### src/rtl/univ_shift_reg.sv
// Universal shift register: load, shift/rotate in both directions,
// single-step or counted bursts with busy/done status.
module univ_shift_reg #(
  parameter  int WIDTH = 8,
  localparam int CNT_W = $clog2(WIDTH + 1)
) (
  input  logic             clock,
  input  logic             reset,
  input  logic [WIDTH-1:0] R,
  input  logic             L,
  input  logic             E,
  input  logic [1:0]       mode,
  input  logic             W,
  input  logic             start,
  input  logic [CNT_W-1:0] n,
  output logic [WIDTH-1:0] q,
  output logic             so,
  output logic             busy,
  output logic             done
);

  typedef enum logic [1:0] {
    S_IDLE = 2'd0,
    S_RUN  = 2'd1,
    S_DONE = 2'd2
  } state_t;

  state_t           r_state;
  logic [WIDTH-1:0] r_q;
  logic [CNT_W-1:0] r_cnt;
  logic [1:0]       r_bmode;

  logic [1:0]       w_mode;
  logic [WIDTH-1:0] w_shift;
  logic             w_last;

  // A running burst uses the mode latched at start; otherwise live mode.
  assign w_mode = (r_state == S_RUN) ? r_bmode : mode;
  assign w_last = (r_cnt == CNT_W'(1));

  // Next register value for one shift/rotate step in the effective mode.
  always_comb begin
    w_shift = r_q;
    case (w_mode)
      2'b00:   w_shift = {W, r_q[WIDTH-1:1]};
      2'b01:   w_shift = {r_q[WIDTH-2:0], W};
      2'b10:   w_shift = {r_q[0], r_q[WIDTH-1:1]};
      default: w_shift = {r_q[WIDTH-2:0], r_q[WIDTH-1]};
    endcase
  end

  // Register, burst counter and control state; load overrides everything.
  always_ff @(posedge clock or posedge reset) begin
    if (reset) begin
      r_q     <= '0;
      r_state <= S_IDLE;
      r_cnt   <= '0;
      r_bmode <= 2'b00;
    end else if (L) begin
      r_q     <= R;
      r_state <= S_IDLE;
    end else begin
      case (r_state)
        S_RUN: begin
          r_q   <= w_shift;
          r_cnt <= r_cnt - CNT_W'(1);
          if (w_last) r_state <= S_DONE;
        end
        S_DONE: begin
          r_state <= S_IDLE;
        end
        S_IDLE: begin
          if (start) begin
            r_cnt   <= n;
            r_bmode <= mode;
            r_state <= (n != '0) ? S_RUN : S_DONE;
          end else if (E) begin
            r_q <= w_shift;
          end
        end
        default: r_state <= S_IDLE;
      endcase
    end
  end

  assign q    = r_q;
  // Right-moving modes drop bit 0, left-moving modes drop the MSB.
  assign so   = w_mode[0] ? r_q[WIDTH-1] : r_q[0];
  assign busy = (r_state == S_RUN);
  assign done = (r_state == S_DONE);

endmodule

### config.mk
export PLATFORM = sky130hd
export DESIGN_NAME = univ_shift_reg
export DESIGN_NICKNAME = d
export VERILOG_FILES = /design/src/rtl/univ_shift_reg.sv
export SDC_FILE = /design/constraint.sdc
export NUM_CORES = 1
export LEC_CHECK = 0
export ABC_AREA = 1
export BUFFER_PORTS_ARGS = -buffer_cell sky130_fd_sc_hd__buf_2
export CORE_MARGIN = 1
export CORE_UTILIZATION = 55
export CTS_BUF_LIST = sky130_fd_sc_hd__clkbuf_16
export DETAILED_ROUTE_END_ITERATION = 12
export GPL_TIMING_DRIVEN = 0
export HOLD_SLACK_MARGIN = 0.06
export PLACE_DENSITY = 0.87
export SLEW_MARGIN = 40
export SYNTH_ARGS = -nofsm -noshare
export SYNTH_HDL_FRONTEND = slang
export SYNTH_SLANG_ARGS = --single-unit
### constraint.sdc
create_clock -name clock -period 3.5 [get_ports clock]
set_input_delay 0.7 -clock clock [delete_from_list [all_inputs] [get_ports clock]]
set_output_delay 0.7 -clock clock [all_outputs]
set_load 0.005 [all_outputs]
### Yosys cells after proc, flatten, opt, wreduce, memory -nomap -nowiden

Cells that the tools add are included.

* register bits after elaboration: 16
* input port bits: 20
* output and inout port bits: 11
* word-level logic and storage cells: 39

* eq/ne operators: 10
* bitwise operators: 1
* mux-type cells: 14
* $add $sub $neg: 1
* reduce and logical (&&, ||, !) cells: 9

Operators with widths (count)
* $mux 8: 3
* $pmux 8 s3: 1
* $pmux 8 s2: 1
* $mux 2: 5
* $ne 3x3->1 const B: 3
* $reduce_and 3->1: 3
* $pmux 4 s2: 1
* $eq 2x1->1 const B: 2
* $eq 2x2->1 const B: 2
* $eq 4x1->1 const B: 1
* $logic_not 2->1: 2
* $mux 4: 1
* $pmux 2 s2: 1
* $reduce_bool 4->1: 1
* $sub 4x1->4 const B: 1
* $ne 3x2->1 const B: 1
* $reduce_bool 3->1: 1
* $ne 2x2->1 const B: 1
* $reduce_and 2->1: 1
* $reduce_bool 2->1: 1
* $mux 1: 1
* $not 1->1: 1

### Logic depth before layout (Yosys ltp)

* word-level depth: 8
* mapped depth: 10
* gate-level depth less buffers: 10

### Worst setup path before layout

Ideal clock, no wire load.

* path kind: input -> output
* from: input port mode[0]
* to: output port so
* slack: 1.807 ns
* arrival time: 0.993 ns
* path buffers: 0
* required time: 2.800 ns
* stages: 4
* path through: nand2_2 -> nand2_4 -> nand2_1 -> nand2_1

* longest elaborated chain between the ends: 2

Ends and longest elaborated chain
* start: declaration: line 12 `input logic [1:0] mode,`
* $mux 2: line 38 `assign w_mode = (r_state == S_RUN) ? r_bmode : mode;`
* $mux 1: line 88 `assign so = w_mode[0] ? r_q[WIDTH-1] : r_q[0];`
* end: declaration: line 17 `output logic so,`

Every way passes these cells.

### Final worst setup path

* from: register r_state[1]
* to: output port so

* longest elaborated chain between the ends: 3

Ends and longest elaborated chain
* start: declaration: line 28 `state_t r_state;`
* start signal: assignment: line 76 `r_state <= (n != '0) ? S_RUN : S_DONE;`
* $eq 2x1->1: line 38
* $mux 2: line 38
* $mux 1: line 88

Every way passes these cells.

==> reports/qor.yml <==
power.total_mw: 1.08
crit_type: "reg -> out"
syn_inst: 162
io_buffers: 30
crit_path_max_incr_delay_ns: 0.36
ys_seq_elements: 16
avgSynthCellArea_sq_um: 6.70
p_switching_mw: 0.462
peakVddDrop_mv: 0.449
syn_nets: 184
cts_setup_buffers: 0
drive_gt1_share_pct: 24.5
first_pass_iters: 4
grt_pass1_vias: 1043
clock.fmax_mhz: 473
finalNetCount: 219
r2r_setup_slack_ns: 2.10
period_share_pct: 60.4
slew_violations: 0
layout.cells.non_filler: 221
finClkSkew_ns: 0.000841
crit_path_end_kind: "primary output"
post_drt_wl_per_cell_um: 12.0
grt_pass1_wl_mm: 4.37
cts_sinks: 16
setup_ws_ns: 1.39
p_per_area_nw_per_um2: 805
postPlaceCellArea_sq_um: 1270
cp-start-kind: "register"
diodes: 0
dp_slack_ns: 1.53
clock_power_share_pct: 20.6
dieWidth_um: 46.4
ys_async_sr_fraction_pct: 100
ys_warn_count: 0
netlist_area_sq_um: 1090
cts_hold_buf: 0
nFillCells: 141
fin_area_sq_um: 1350
grt_max_degree: 17
dieHeight_um: 46.4
synth-edff-count: 0
antenna_found_initial: 0
rsz0062_at_grt: "false"
p_sw_share_pct: 42.7
ys_types: 21
max_slew_margin_pct: 57.7
synth.largest_area_cell: "dfrtp_1"
track_usage_pct: 28.4
overflow: 0
cts_buffer_depth: 2
synthDominantCellAreaShare_pct: 36.9
synthTopCellsByArea: "dfrtp_1 37%, nand2_1 21%, nand3_1 11%, nor2_1 5.9%, inv_1 4.8%"
drt-initial-drc-count: 34
clk_latency_ns: 0.25
whs_ns: 0.512
clk_pin_slew_ns: 0.05
finalHoldViolations: 0
start_util_pct: 60.9
crit_buf_inv: 2
internal_power_mw: 0.621
cts_tree: "yes"
finish.utilization_pct: 75.5
cts.repair.resized: 0
drc: 0
worstPathMaxFanout: 10
ioPinCount: 31
cts_inserted_buffers: 3
layout_common_cells: "60 x nand2_1, 31 x buf_2, 23 x nand3_1"
status: "complete, no violations"
rows: 15
path_cells: "inv_2, nand2_1, nand2_2, nand2_4, nand2_1, nand2_1, buf_2"
ant_nets: 0
pwr-share-seq_pct: 32.4
fin_crit_ns: 2.11
final_common_cell: "nand2_1"
path_common_cell: "nand2_1"
holdCritPathClass: "reg -> reg"
routed-via-count: 1147
dpl.hpwl_mm: 1.95
ys.flop_type: "dfrtp_1"
cp_slowest_cell: "dfrtp_1"
combPwrFrac_pct: 46.9
arrival_ns: 1.41
crit_family: "simple AND/OR/NAND/NOR gates"
setup_viol: 0
dpl.cell_count: 217
tightest_slew_ns: 0.633
gp_congestion: 0.864
routed_via_density: 5.19
die-area_sq_um: 2160
critPathRequiredTime_ns: 2.80
wl_mm: 2.65
finalSetupTns_ns: 0
maxCapViolations: 0
cts_max_level: 1
synth-seq-area-share_pct: 36.9
leakagePower_nw: 0.759
cts_root_buf: "clkbuf_16"
fp.coreArea_sq_um: 1780
syn2layout_area_growth_pct: 24.0
==> final timing paths <==
check,from,endpoint,cells past startpoint
max in group asynchronous,reset,r_state[1]$_DFFE_PP0P_,2
worst min-delay path,r_bmode[0]$_DFFE_PP0P_,r_bmode[0]$_DFFE_PP0P_,2
worst min register to register,r_bmode[0]$_DFFE_PP0P_,r_bmode[0]$_DFFE_PP0P_,2
min in group asynchronous,reset,r_cnt[0]$_DFFE_PP0P_,2
worst max register to register,r_state[1]$_DFFE_PP0P_,q[1]$_DFFE_PP0P_,8
worst max-delay path,r_state[1]$_DFFE_PP0P_,so,7
==> Yosys cell counts (2+ instances only) <==
master,number
o21ai_0,9
inv_1,14
nand2_4,3
dfrtp_1,16
a21oi_1,3
nor2_1,17
inv_2,3
nor2_2,2
nand3_1,23
ha_1,2
nand2_1,60
==> metal layers <==
layer  wire length, um  global-route usage (%)  vias to the layer above
li1                  -                       -                      582
met5                 0                       0                        -
met1              1180                    37.0                      504
met3               159                    3.53                        8
met4                50                    12.9                        0
met2              1250                    46.1                       53
==> worst register-to-register path, delay by kind of cell (launching register included) <==
kind / cells / cell delay [ns]
flip-flops: 1 / 0.36
AND/OR/NAND/NOR: 6 / 0.69
buffers and inverters: 2 / 0.23
==> power by group through the flow <==
stage          Clock, mW  Combinational (mW)  Sequential [mW]
2_1_floorplan          0               0.352            0.344
3_3_place_gp           0               0.477            0.348
3_5_place_dp           0               0.501            0.352
4_1_cts            0.227               0.506            0.350
5_1_grt            0.235               0.575            0.364
6_report           0.224               0.508            0.351
==> flip-flops by register name, summed over array words and instances, names as in the netlist <==
register	cells
q	8
r_cnt	4
r_state	2
r_bmode	2
==> area by class of cell <==
class | count | area [sq um] | area share, %
plain buffers | 3 | 23.8 | 1.77
clock buffers | 3 | 75.1 | 5.58
flip-flops and latches | 16 | 400 | 29.7
repair buffers | 30 | 150 | 11.2
well taps | 25 | 31.3 | 2.32
clock inverters | 1 | 3.75 | 0.279
multi-input cells | 125 | 592 | 44.0
inverters | 18 | 70.1 | 5.20
==> kinds of logic (layout without fill, tap and decap cells) <==
family                     Yosys count  count (layout)  synth area share, %
and+or+nand+nor                    109             109                 45.3
buffers and inverters               21              55                 8.64
adders and majority gates            2               2                 2.30
DFF                                 16              16                 36.9
AOI/OAI and AO/OA                   14              14                 6.91
(Power assumes the default switching activity.)
